===== config.mk =====
export PLATFORM = sky130hd
export DESIGN_NAME = div_ctrl_flat
export DESIGN_NICKNAME = d
export VERILOG_FILES = /design/src/rtl/div_pkg.sv /design/src/rtl/div_ctrl_if.sv /design/src/rtl/div_fixup.sv /design/src/rtl/div_ctrl.sv /design/src/flat_wrapper.sv
export SDC_FILE = /design/constraint.sdc
export NUM_CORES = 1
export LEC_CHECK = 0
export CORE_ASPECT_RATIO = 0.8
export CORE_MARGIN = 3
export CORE_UTILIZATION = 49
export CTS_CLUSTER_DIAMETER = 100
export DETAILED_ROUTE_END_ITERATION = 7
export PLACE_DENSITY = 0.94
export REMOVE_ABC_BUFFERS = 1
export SETUP_SLACK_MARGIN = 0.02
export SLEW_MARGIN = 25
export SYNTH_ARGS = -nofsm -noshare
export SYNTH_HDL_FRONTEND = slang
export SYNTH_SLANG_ARGS = --single-unit
export TNS_END_PERCENT = 1

===== constraint.sdc =====
create_clock -name clk -period 4.8 [get_ports clk]
set_input_delay 0.96 -clock clk [delete_from_list [all_inputs] [get_ports clk]]
set_output_delay 0.96 -clock clk [all_outputs]
set_load 0.05 [all_outputs]

===== src/rtl/div_pkg.sv =====
// Shared types, constants and helpers for the division execute-stage controller.
package div_pkg;

    // Bit 2 = word (W) variant, bit 1 = remainder, bit 0 = unsigned.
    typedef enum logic [2:0] {
        DIV   = 3'd0,
        DIVU  = 3'd1,
        REM   = 3'd2,
        REMU  = 3'd3,
        DIVW  = 3'd4,
        DIVUW = 3'd5,
        REMW  = 3'd6,
        REMUW = 3'd7
    } div_op_t;

    typedef enum logic [1:0] {
        IDLE = 2'd0,
        BUSY = 2'd1,
        DONE = 2'd2
    } ctrl_state_t;

    // Cycles div_valid is held: 1 core load cycle + 65 iteration cycles.
    localparam int DIV_LAT_DEFAULT = 66;

    function automatic logic [63:0] sext32(input logic [31:0] v);
        return {{32{v[31]}}, v};
    endfunction

    function automatic logic is_signed_op(input div_op_t op);
        logic [2:0] code;
        code = op;
        return ~code[0];
    endfunction

    function automatic logic is_rem_op(input div_op_t op);
        logic [2:0] code;
        code = op;
        return code[1];
    endfunction

    function automatic logic is_word_op(input div_op_t op);
        logic [2:0] code;
        code = op;
        return code[2];
    endfunction

endpackage


===== src/rtl/div_ctrl_if.sv =====
// Request/response handshake bundle between the execute stage and div_ctrl.
interface div_ctrl_if;
    import div_pkg::*;

    logic        in_valid;
    logic        in_ready;
    div_op_t     in_op;
    logic [63:0] in_a;
    logic [63:0] in_b;
    logic        out_valid;
    logic        out_ready;
    logic [63:0] out_data;

    // Requester side (execute stage / testbench).
    modport master (
        output in_valid, in_op, in_a, in_b, out_ready,
        input  in_ready, out_valid, out_data
    );

    // Controller side.
    modport slave (
        input  in_valid, in_op, in_a, in_b, out_ready,
        output in_ready, out_valid, out_data
    );

endinterface


===== src/rtl/div_fixup.sv =====
// Post-processing of the unsigned core result: pick quotient or remainder,
// restore the sign, and sign-extend word results.
module div_fixup
    import div_pkg::*;
(
    input  logic [127:0] div_c,
    input  div_op_t      op,
    input  logic         neg_quo,
    input  logic         neg_rem,
    output logic [63:0]  res
);

    logic [63:0] sel;
    logic [63:0] fixed;

    // Select, negate (64-bit wrap) and narrow the core output.
    always_comb begin
        sel   = is_rem_op(op) ? div_c[127:64] : div_c[63:0];
        fixed = (is_rem_op(op) ? neg_rem : neg_quo) ? (64'd0 - sel) : sel;
        res   = is_word_op(op) ? sext32(fixed[31:0]) : fixed;
    end

endmodule


===== src/rtl/div_ctrl.sv =====
// Execute-stage division controller: conditions operands, sequences the external
// unsigned iterative core, resolves divide-by-zero/overflow without the core.
module div_ctrl
    import div_pkg::*;
#(
    parameter int DIV_LAT = DIV_LAT_DEFAULT
) (
    input  logic           clk,
    input  logic           reset,
    input  logic           flush,
    div_ctrl_if.slave      bus,
    output logic           div_valid,
    output logic [63:0]    div_a,
    output logic [63:0]    div_b,
    input  logic [127:0]   div_c
);

    localparam int CNT_W = $clog2(DIV_LAT + 1);
    typedef logic [CNT_W-1:0] cnt_t;

    ctrl_state_t state_q, state_d;
    cnt_t        count_q, count_d;
    div_op_t     op_q, op_d;
    logic        neg_quo_q, neg_quo_d;
    logic        neg_rem_q, neg_rem_d;
    logic [63:0] div_a_q, div_a_d;
    logic [63:0] div_b_q, div_b_d;
    logic [63:0] out_data_q, out_data_d;

    logic        sgn, word, sa, sb, b_zero, ovf, special;
    logic [63:0] a_w, b_w, spec_raw, spec_res, fix_res;

    div_fixup u_fixup (
        .div_c   (div_c),
        .op      (op_q),
        .neg_quo (neg_quo_q),
        .neg_rem (neg_rem_q),
        .res     (fix_res)
    );

    // Width/sign conditioning of the incoming operands and special-case detection.
    always_comb begin
        sgn  = is_signed_op(bus.in_op);
        word = is_word_op(bus.in_op);
        if (word) begin
            a_w = sgn ? sext32(bus.in_a[31:0]) : {32'd0, bus.in_a[31:0]};
            b_w = sgn ? sext32(bus.in_b[31:0]) : {32'd0, bus.in_b[31:0]};
        end else begin
            a_w = bus.in_a;
            b_w = bus.in_b;
        end
        sa      = sgn & a_w[63];
        sb      = sgn & b_w[63];
        b_zero  = (b_w == 64'd0);
        ovf     = sgn && (b_w == {64{1'b1}}) &&
                  (word ? (a_w[31:0] == 32'h8000_0000) : (a_w == 64'h8000_0000_0000_0000));
        special = b_zero | ovf;
        // Divide-by-zero: q = all ones, r = a.  Overflow: q = a, r = 0.
        if (is_rem_op(bus.in_op)) spec_raw = b_zero ? a_w : 64'd0;
        else                      spec_raw = b_zero ? {64{1'b1}} : a_w;
        spec_res = word ? sext32(spec_raw[31:0]) : spec_raw;
    end

    // FSM next state, operand capture and result capture.
    // NOTE: every variable gets its hold value first so no path leaves it unassigned (no latches).
    always_comb begin
        state_d    = state_q;
        count_d    = count_q;
        op_d       = op_q;
        neg_quo_d  = neg_quo_q;
        neg_rem_d  = neg_rem_q;
        div_a_d    = div_a_q;
        div_b_d    = div_b_q;
        out_data_d = out_data_q;
        if (flush) begin
            state_d = IDLE;
            count_d = '0;
        end else begin
            case (state_q)
                IDLE: begin
                    if (bus.in_valid) begin
                        op_d      = bus.in_op;
                        neg_quo_d = sa ^ sb;
                        neg_rem_d = sa;
                        div_a_d   = sa ? (64'd0 - a_w) : a_w;
                        div_b_d   = sb ? (64'd0 - b_w) : b_w;
                        if (special) begin
                            out_data_d = spec_res;
                            state_d    = DONE;
                        end else begin
                            count_d = cnt_t'(DIV_LAT);
                            state_d = BUSY;
                        end
                    end
                end
                BUSY: begin
                    count_d = count_q - cnt_t'(1);
                    if (count_q == cnt_t'(1)) begin
                        out_data_d = fix_res;
                        state_d    = DONE;
                    end
                end
                DONE: begin
                    if (bus.out_ready) state_d = IDLE;
                end
                default: state_d = IDLE;
            endcase
        end
    end

    // State and data registers with synchronous active-low reset.
    // NOTE: sequential state uses non-blocking assignments so all flops update together.
    always_ff @(posedge clk) begin
        if (!reset) begin
            state_q    <= IDLE;
            count_q    <= '0;
            op_q       <= DIV;
            neg_quo_q  <= 1'b0;
            neg_rem_q  <= 1'b0;
            div_a_q    <= '0;
            div_b_q    <= '0;
            out_data_q <= '0;
        end else begin
            state_q    <= state_d;
            count_q    <= count_d;
            op_q       <= op_d;
            neg_quo_q  <= neg_quo_d;
            neg_rem_q  <= neg_rem_d;
            div_a_q    <= div_a_d;
            div_b_q    <= div_b_d;
            out_data_q <= out_data_d;
        end
    end

    assign bus.in_ready  = (state_q == IDLE);
    assign bus.out_valid = (state_q == DONE);
    assign bus.out_data  = out_data_q;
    assign div_valid     = (state_q == BUSY);
    assign div_a         = div_a_q;
    assign div_b         = div_b_q;

endmodule


===== src/flat_wrapper.sv =====
// flat-port wrapper written by rule: the top's interface ports become plain ports
module div_ctrl_flat import div_pkg::*;
#(
    parameter int DIV_LAT = DIV_LAT_DEFAULT
)
  (clk, reset, flush, div_valid, div_a, div_b, div_c, bus_in_valid, bus_in_op, bus_in_a, bus_in_b, bus_out_ready, bus_in_ready, bus_out_valid, bus_out_data);
  div_ctrl_if bus_i ();
  input  logic clk;
  input  logic reset;
  input  logic flush;
  output logic div_valid;
  output logic [63:0] div_a;
  output logic [63:0] div_b;
  input  logic [127:0] div_c;
  input wire logic [$bits(bus_i.in_valid)-1:0] bus_in_valid;
  input wire logic [$bits(bus_i.in_op)-1:0] bus_in_op;
  input wire logic [$bits(bus_i.in_a)-1:0] bus_in_a;
  input wire logic [$bits(bus_i.in_b)-1:0] bus_in_b;
  input wire logic [$bits(bus_i.out_ready)-1:0] bus_out_ready;
  output wire logic [$bits(bus_i.in_ready)-1:0] bus_in_ready;
  output wire logic [$bits(bus_i.out_valid)-1:0] bus_out_valid;
  output wire logic [$bits(bus_i.out_data)-1:0] bus_out_data;
  assign bus_i.in_valid = bus_in_valid;
  assign bus_i.in_op = bus_in_op;
  assign bus_i.in_a = bus_in_a;
  assign bus_i.in_b = bus_in_b;
  assign bus_i.out_ready = bus_out_ready;
  assign bus_in_ready = bus_i.in_ready;
  assign bus_out_valid = bus_i.out_valid;
  assign bus_out_data = bus_i.out_data;
  div_ctrl #(.DIV_LAT(DIV_LAT)) u_core (.clk(clk), .reset(reset), .flush(flush), .bus(bus_i), .div_valid(div_valid), .div_a(div_a), .div_b(div_b), .div_c(div_c));
endmodule

==> flow_summary.toml, run 1 <==
[synth]
synth_cells = 2095
synth-warning-count = 0
synth_seq_cells = 205
async_flop_share = 0
avgSynthCellArea_um2 = 7.38
synth_edf_count = 0
synth_cell_type_count = 93
ys.flop_type = "dfxtp_1"
ys_seq_area_frac = 0.266
syn_area_um2 = 15500

[placed_design]
post-place-ws_ns = 0.357
post-dp-hpwl_um = 50400
gp_congestion = 0.992
port_buffers = 458
placed_cells = 2860

[setup_path]
reg2regPathDepth = 7
path_buf_inv = 1
critPathLaunchType = "input pin"
required_ns = 5.17
cp_common_cell = "a31oi_1"
critPathSlowestCell = "or4b_2"
crit_chain = "clkdlybuf4s50_1 -> or4b_2 -> a222oi_1 -> and2_1 -> a31oi_1 -> xor2_1 -> o31a_1 -> a31oi_1"
crit_type = "in -> reg"
reg2reg_to = "u_core.bus.out_data[48]"
worstSetupEndpointType = "register"
crit_path_max_fanout = 11
rrSetupSlack_ns = 0.86
reg2reg_from = "u_core.op_q[1]"
cpPeakStageDelay_ns = 0.71
path_delay_family = "compound AO/OA/AOI/OAI gates"
worstPathArrival_ns = 4.41

[detailed_routing]
via_per_inst = 6.34
dr.pass1.iters = 6
met1Wirelength_um = 27000
initialDrtViolationCount = 2276
postRouteAntennaNets = 0
routed.top_layer = "met5"
route.detailed.drc = 0
wire_per_inst_um = 22.5
num_vias = 18400
drt_wl_total_um = 65500
route.met2.wl_um = 28400
met3_wirelength_um = 7320

[sta]
worst_slew_pin_slew_ns = 0.957
drv_slew = 0
setup_violations = 0
finalWorstSetupSlack_ns = 0.761
hold_viol = 0
finalSetupTns_ns = 0
finClkSkew_ns = 0.0185
rsz0062_at_grt = "no"
fin_crit_ns = 4.04
fin_crit_sh = 0.841
slew_headroom = 0.360
max_freq_mhz = 248

[die]
die_y_um = 165
ioPinCount = 459
core_um2 = 30700
die_width_um = 205
dieArea_um2 = 33700
initial_core_util = 0.503
row_count = 57

[power]
seqPwrFrac = 0.338
p_per_area_nw_per_um2 = 258
p_switching_mw = 1.77
peakVddDrop_uv = 235
power.total_mw = 5.47
swShare = 0.324
p_int_mw = 3.70
combPwrFrac = 0.292
clkPwrFrac = 0.370
p_leak_nw = 7.22

[global_route]
grt_pass1_wl_um = 98400
gr-usage-all-layers = 0.365
antenna_found_initial = 8
overflow = 0
grt_max_degree = 110
first_global_vias = 17100

[clock_tree]
clockBufferDepth = 3
clock_sink_count = 205
cts_buffers = 22
root_buffer = "clkbuf_16"
ctsHtreeMaxLevel = 1
clkTransAtPathRegs_ns = 0.06
cts_hold_buf = 0
cts_tree = "built"
clk_latency_ns = 0.52
cts_resized = 0
postCtsSetupRepairBufs = 0

[final_layout]
finalNonFillerCells = 2905
post-route-util = 0.690
finalNetCount = 2741
syn_to_final_growth_pct = 37.2
n_fill_cell = 2550
drive_above_1_share = 0.0619

[worst_hold_path]
hold_start = "u_core.div_a[29]"
hold_end = "u_core.div_a[29]"
hp-class = "reg -> reg"
whs_path_depth = 2

[run]
maxCapViolCount = 0

[outcome]
outcome = "completed"
## layout by cell type (no fill, tap or decap), drive strengths merged, types with 34 or more instances in the layout
| cell type | instances |
|---|---|
| nand2 | 238 |
| mux2i | 64 |
| nand3 | 34 |
| dfxtp | 205 |
| a31oi | 44 |
| xor2 | 78 |
| nand4 | 34 |
| o21ai | 152 |
| a21oi | 205 |
| a211oi | 66 |
| clkdlybuf4s50 | 456 |
| nor2 | 222 |
| nor4 | 48 |
| xnor2 | 81 |
| nor3 | 65 |
| buf | 54 |
## cell families after synthesis
kind of cell,share of synthesized area
xor gates and xnor gates,0.0901
and+or+nand+nor,0.265
buffers and inverters,0.0504
muxes,0.0465
AOI/OAI and AO/OA,0.258
adders and majority gates,0.0243
DFF,0.266
## how the worst max path moves through the flow
stage            startpoint                 endpoint  depth (start not counted)
2_1_floorplan         flush         u_core.div_a[59]                          5
3_3_place_gp   bus_in_a[47]         u_core.div_a[63]                          9
3_5_place_dp      div_c[68]  u_core.bus.out_data[48]                          8
4_1_cts           div_c[68]  u_core.bus.out_data[48]                          8
5_1_grt           div_c[67]  u_core.bus.out_data[48]                          8
6_report          div_c[68]  u_core.bus.out_data[48]                          8
## through the flow
stage          hold WS (ns)  cell area, um^2
5_1_grt               0.477            21200
3_3_place_gp          0.441            20300
2_1_floorplan         0.446            14800
4_1_cts               0.453            21200
3_5_place_dp          0.445            20300
6_report              0.451            21200
## layer usage
metal	up-vias	GRT usage
met4	4	0.131
li1	8466	-
met3	174	0.0774
met2	1143	0.565
met5	-	0
met1	8623	0.504
## cells in the mapped netlist (5+ instances only)
master,number,area (um^2)
nor3_1,64,320
o21a_1,14,105
a21oi_1,202,1010
a31oi_1,44,275
nor2b_1,18,113
xor2_1,78,683
o41ai_1,10,87.6
ha_1,6,75.1
or3_1,28,175
and3_1,10,62.6
or2_2,8,50.1
maj3_1,30,300
nand3b_1,7,52.6
mux2i_1,64,641
nand3_1,33,165
nand2_1,237,890
nand2b_1,17,106
inv_1,20,75.1
buf_6,7,78.8
mux2_2,7,78.8
o211ai_1,8,60.1
dfxtp_1,205,4100
nand4_1,32,200
a311oi_1,9,78.8
o21ai_0,150,751
clkbuf_1,104,390
and2_1,8,50.1
nor4_1,45,282
nor3b_1,17,128
or4_1,21,158
nor4b_1,12,105
o31a_1,7,61.3
a41oi_1,9,78.8
o31ai_1,28,210
buf_2,27,135
a22oi_1,13,97.6
xnor2_1,81,709
nor2_1,221,830
a32o_1,5,50.1
buf_1,14,52.6
a211oi_1,65,488
or3b_2,6,52.6
o22ai_1,7,43.8
a21o_1,11,82.6
## flip-flops by register name (all words and copies together), names as in the netlist
register,cells
u_core.neg_rem_q,1
u_core.neg_quo_q,1
u_core.div_b,64
u_core.state_q,2
u_core.bus.out_data,64
u_core.count_q,7
u_core.op_q,2
u_core.div_a,64
## area by class of cell
class | count | area (um^2) | area share
inverter | 22 | 85.1 | 0.00401
sequential | 205 | 4110 | 0.194
antenna | 6 | 15.0 | 0.000708
tap | 413 | 517 | 0.0244
clock buffer | 29 | 659 | 0.0311
clock inverter | 10 | 203 | 0.00956
multi-input combinational | 1710 | 10600 | 0.500
timing repair buffer | 510 | 5010 | 0.236
## power by group through the flow
stage	registers (mW)	clock network, mW	logic (mW)
floorplan	2.15	0	0.636
global placement	1.88	0	1.55
detailed placement	1.88	0	1.57
CTS	1.85	2.04	1.58
global route	1.85	2.10	1.70
finish	1.85	2.02	1.60
## tightest hold or removal path, cell delays in order, from the launching register on
cell     delay, ns
dfxtp_1       0.30
nand2_1       0.05
a21oi_1       0.05
Power figures use the tool's default switching activity.
==> run 2: changes to the inputs <==
==> constraint.sdc (replaced) <==
create_clock -name clk -period 3.9 [get_ports clk]
set_input_delay 0.78 -clock clk [delete_from_list [all_inputs] [get_ports clk]]
set_output_delay 0.78 -clock clk [all_outputs]
set_load 0.05 [all_outputs]
==> run 2 against run 1 <==
Effect of this change:
- the flow now finishes with violations (design-rule violations)
- routed wire length up 1.9%
- first-iteration DRC count up 31%
- power up 24%
- flip-flop and latch count unchanged
- core utilization up 2.3 points
- critical path type is now reg -> reg
- largest cell class unchanged
==> flow_summary.toml, run 2 (same netlist as run 1, synthesis figures left out) <==
[outcome]
outcome = "complete, but fails checks"
violations = "design-rule violations"

[detailed_routing]
dr.pass1.iters = 8
postRouteAntennaNets = 0
route.detailed.drc = 34
initialDrtViolationCount = 2990
num_vias = 19600
drt_wl_total_um = 66700
wire_per_inst_um = 22.3
via_per_inst = 6.55

[sta]
worst_slew_pin_slew_ns = 0.889
finClkSkew_ns = 0.0205
holdWs_ns = 0.452
setup_violations = 0
drv_slew = 0
fin_crit_ns = 3.57
slew_headroom = 0.405
max_freq_mhz = 280
rsz0062_at_grt = "no"
hold_viol = 0
fin_crit_sh = 0.916

[setup_path]
path_buf_inv = 2
cp_common_cell = "buf_4"
worstPathArrival_ns = 3.98
crit_chain = "buf_4 -> nor3b_1 -> o22ai_1 -> nor4b_2 -> buf_4 -> nand4_2 -> o31ai_2 -> xnor2_1 -> o21ai_0 -> a32o_1"
crit_path_max_fanout = 45
crit_type = "reg -> reg"
reg2regPathDepth = 10
path_delay_family = "simple AND/OR/NAND/NOR gates"
critPathLaunchType = "register"
path_depth = 10
cpPeakStageDelay_ns = 0.68
reg2reg_to = "u_core.bus.out_data[61]"
rrSetupSlack_ns = 0.33
critPathSlowestCell = "dfxtp_4"
required_ns = 4.30
setup.worst_path.start = "u_core.op_q[1]"
reg2reg_from = "u_core.op_q[1]"
endpoint = "u_core.bus.out_data[61]"
worstSetupEndpointType = "register"

[die]
initial_core_util = 0.503
die_width_um = 205
row_count = 57
core_um2 = 30700
die_y_um = 165
ioPinCount = 459
dieArea_um2 = 33700

[global_route]
first_global_vias = 18400
overflow = 0
antenna_found_initial = 9
grt_max_degree = 104
gr-usage-all-layers = 0.371
grt_pass1_wl_um = 101000

[clock_tree]
cts_tree = "built"
clkTransAtPathRegs_ns = 0.07
cts_hold_buf = 0
cts_resized = 0
root_buffer = "clkbuf_16"
clockBufferDepth = 3
postCtsSetupRepairBufs = 0
cts_buffers = 22
clk_latency_ns = 0.52
clock_sink_count = 205
ctsHtreeMaxLevel = 1

[final_layout]
finalInstanceArea_um2 = 21900
final_common_cell = "clkdlybuf4s50_1"
syn_to_final_growth_pct = 41.8
drive_above_1_share = 0.0930
n_fill_cell = 2282
seq_area_um2 = 4110
multiInputGateArea_um2 = 10600
final_cell_mix = "456 x clkdlybuf4s50_1, 237 x nand2_1, 220 x nor2_1"
finalNonFillerCells = 2989
finalNetCount = 2825

[worst_hold_path]
hp-class = "reg -> reg"
hold_start = "u_core.div_a[45]"

[placed_design]
placed_cells = 2944
place_area_um2 = 21000
post-dp-hpwl_um = 50800
port_buffers = 458
gp_congestion = 1.10

[power]
p_leak_nw = 7.65
peakVddDrop_uv = 279
p_per_area_nw_per_um2 = 310

[run]
maxCapViolCount = 0
run 2: cell types whose count changed in the layout (fill, tap and decap cells not counted):
cell | before | now
clkinvlp_4 | 1 | 3
nor2_1 | 221 | 220
clkinv_2 | 3 | 2
clkbuf_8 | 4 | 2
inv_6 | 0 | 1
buf_4 | 48 | 126
buf_12 | 4 | 10
nor2_2 | 1 | 2
clkbuf_1 | 1 | 2
diode_2 | 6 | 5
run 2: tightest hold or removal path, delay by kind of cell, from the launching register on:
kind | cells | cell delay, ns
flip-flops | 1 | 0.31
AND/OR/NAND/NOR | 1 | 0.05
AO/OA/AOI/OAI | 1 | 0.05
run 2: how the worst min path moves through the flow:
| stage | to | slack (ns) | cells after the start |
|---|---|---|---|
| floorplan | u_core.neg_rem_q | 0.45 | 2 |
| global placement | u_core.div_b[60] | 0.44 | 2 |
| detailed placement | u_core.div_a[45] | 0.45 | 2 |
| CTS | u_core.div_b[47] | 0.45 | 2 |
| global route | u_core.div_a[45] | 0.48 | 2 |
| finish | u_core.div_a[45] | 0.45 | 2 |
run 2: cell type report:
class | instances | area share
tap | 413 | 0.0236
timing repair buffer | 594 | 0.261
antenna | 5 | 0.000571
multi-input combinational | 1710 | 0.484
sequential | 205 | 0.187
inverter | 22 | 0.00388
clock inverter | 12 | 0.0101
clock buffer | 28 | 0.0290
run 2: metrics by stage:
step                       util  setup slack [ns]  power [mW]  setup TNS, ns
after floorplan               -            -13.91        3.43       -1687.61
after CTS                 0.712             0.422        6.77              0
after detailed placement  0.684           -0.0549        4.28        -0.0988
after global routing      0.713             0.100        7.01              0
after global placement    0.684           -0.0294        4.24        -0.0434
final                     0.713             0.326        6.79              0
run 2: power by group:
part	total [mW]	switching, mW	internal, mW
logic	2.03	1.22	0.813
registers	2.27	0.0722	2.20
clock network	2.49	0.936	1.56
run 2: layer usage:
metal,up-vias,part of all wire,track usage,wire length (um)
met3,411,0.14,0.107,9510
met1,8888,0.36,0.468,24200
met2,1659,0.43,0.581,28400
met5,-,0.00078,0,52
li1,8622,-,-,-
met4,8,0.067,0.182,4500
==> run 3: changes to the inputs <==
--- a/config.mk
+++ b/config.mk
@@ -10,10 +10,10 @@
 export CORE_UTILIZATION = 49
 export CTS_CLUSTER_DIAMETER = 100
 export DETAILED_ROUTE_END_ITERATION = 7
-export PLACE_DENSITY = 0.94
+export PLACE_DENSITY = 0.86
 export REMOVE_ABC_BUFFERS = 1
 export SETUP_SLACK_MARGIN = 0.02
-export SLEW_MARGIN = 25
+export SLEW_MARGIN = 20
 export SYNTH_ARGS = -nofsm -noshare
 export SYNTH_HDL_FRONTEND = slang
 export SYNTH_SLANG_ARGS = --single-unit
==> run 3 against run 2 <==
Effect of this change:
- core utilization grew 0.63 points
- largest cell class unchanged
- count of clock-buffer cells in the layout unchanged
- via count down 2.2%
- setup slack got worse by 0.013 ns
- highest routed layer unchanged
- routed wire length up 2.9%
- combinational power hardly changed
- largest power group unchanged
- fmax fell by 0.37%
- final cell count rose by 0.80%
- cell area increased by 0.88%
- first-iteration DRC count shrank 16%
- clock skew decreased by 0.0053 ns
- the run now ends clean
==> flow_summary.toml, run 3 (same netlist as run 1, synthesis figures left out) <==
[die]
initial_core_util = 0.503
dieArea_um2 = 33700
core_um2 = 30700
die_y_um = 165
row_count = 57
ioPinCount = 459
die_width_um = 205

[clock_tree]
cts_tree = "built"
clk_latency_ns = 0.53
cts_buffers = 22
clock_sink_count = 205
clkTransAtPathRegs_ns = 0.06
cts_hold_buf = 0
cts_resized = 0
root_buffer = "clkbuf_16"
postCtsSetupRepairBufs = 0
ctsHtreeMaxLevel = 1
clockBufferDepth = 3

[placed_design]
port_buffers = 458
gp_congestion = 1.02
post-dp-hpwl_um = 53500

[final_layout]
post-route-util = 0.719
syn_to_final_growth_pct = 43.0
finalNetCount = 2850
drive_above_1_share = 0.101
final_cell_mix = "455 x clkdlybuf4s50_1, 237 x nand2_1, 221 x nor2_1"
final_common_cell = "clkdlybuf4s50_1"

[sta]
setup_violations = 0
hold_viol = 0
holdWs_ns = 0.452
max_freq_mhz = 279
slew_headroom = 0.374
finClkSkew_ns = 0.0152
worst_slew_pin_slew_ns = 0.936
fin_crit_sh = 0.920
drv_slew = 0
fin_crit_ns = 3.59
finalSetupTns_ns = 0
rsz0062_at_grt = "no"

[detailed_routing]
dr.pass1.iters = 8
postRouteAntennaNets = 0
num_vias = 19200
met1Wirelength_um = 28500
route.detailed.drc = 0
met3_wirelength_um = 8190
route.met2.wl_um = 29600
drt_wl_total_um = 68700
initialDrtViolationCount = 2519
via_per_inst = 6.36
routed.top_layer = "met5"
wire_per_inst_um = 22.8

[power]
power.total_mw = 6.71
p_leak_nw = 7.77
peakVddDrop_uv = 284
p_per_area_nw_per_um2 = 304

[setup_path]
reg2regPathDepth = 11
path_buf_inv = 2
required_ns = 4.34
crit_path_max_fanout = 18
crit_chain = "buf_4 -> mux2i_1 -> ha_1 -> o211ai_1 -> nor3b_1 -> buf_4 -> nand3_1 -> o41ai_1 -> xnor2_1 -> nand2_1 -> a31oi_1"
critPathSlowestCell = "dfxtp_4"
worstSetupEndpointType = "register"
cp_common_cell = "buf_4"
setup.worst_path.start = "u_core.op_q[1]"
reg2reg_to = "u_core.bus.out_data[60]"
critPathLaunchType = "register"
reg2reg_from = "u_core.op_q[1]"
path_delay_family = "compound AO/OA/AOI/OAI gates"
rrSetupSlack_ns = 0.31
worstPathArrival_ns = 4.03
crit_type = "reg -> reg"
cpPeakStageDelay_ns = 0.54

[worst_hold_path]
hp-class = "reg -> reg"
hold_start = "u_core.div_a[29]"
whs_path_depth = 2
hold_end = "u_core.div_a[29]"

[global_route]
overflow = 0
antenna_found_initial = 9
grt_pass1_wl_um = 103000
grt_max_degree = 86
gr-usage-all-layers = 0.384
first_global_vias = 17900

[run]
maxCapViolCount = 0

[outcome]
outcome = "completed"
==> run 3: where the power goes <==
| group | switching (mW) | leakage, nW | internal, mW | total, mW |
|---|---|---|---|---|
| Sequential | 0.0775 | 1.67 | 2.20 | 2.27 |
| Clock | 0.942 | 0.390 | 1.43 | 2.37 |
| Combinational | 1.23 | 5.70 | 0.831 | 2.06 |
| Total | 2.25 | 7.77 | 4.46 | 6.71 |
==> run 3: routing by layer <==
layer	vias to the layer above	track usage
met5	-	0
li1	8672	-
met3	176	0.0794
met4	12	0.109
met2	1312	0.591
met1	8978	0.543
==> run 3: final cells by class <==
class                           instances  area, um^2
Clock buffer                           28         603
Inverter                               22        85.1
Antenna cell                            5        12.5
Multi-Input combinational cell       1710       10600
Tap cell                              413         517
Sequential cell                       205        4110
Fill cell                            2450        8630
Timing Repair Buffer                  619        5970
Clock inverter                         11         201
==> run 3: stage by stage <==
stage	cell area, um^2	std cells	setup WS (ns)
6_report	22100	3013	0.313
5_1_grt	22100	3010	0.134
3_3_place_gp	21300	2969	-0.00515
2_1_floorplan	14800	1937	-13.91
4_1_cts	22100	3008	0.452
3_5_place_dp	21300	2969	-0.0336
==> run 3: how the worst max path moves through the flow <==
stage                               to  cells past startpoint  slack (ns)
4_1_cts        u_core.bus.out_data[60]                     11        0.45
6_report       u_core.bus.out_data[60]                     11        0.31
3_3_place_gp   u_core.bus.out_data[35]                     11      -0.005
3_5_place_dp    u_core.bus.out_data[1]                     11       -0.03
5_1_grt        u_core.bus.out_data[60]                     11        0.13
2_1_floorplan         u_core.div_a[59]                      5      -13.91
==> run 3: tightest hold or removal path: stages, from the launching register on <==
cell     delay, ns
dfxtp_1       0.31
nand2_1       0.05
a21oi_1       0.05
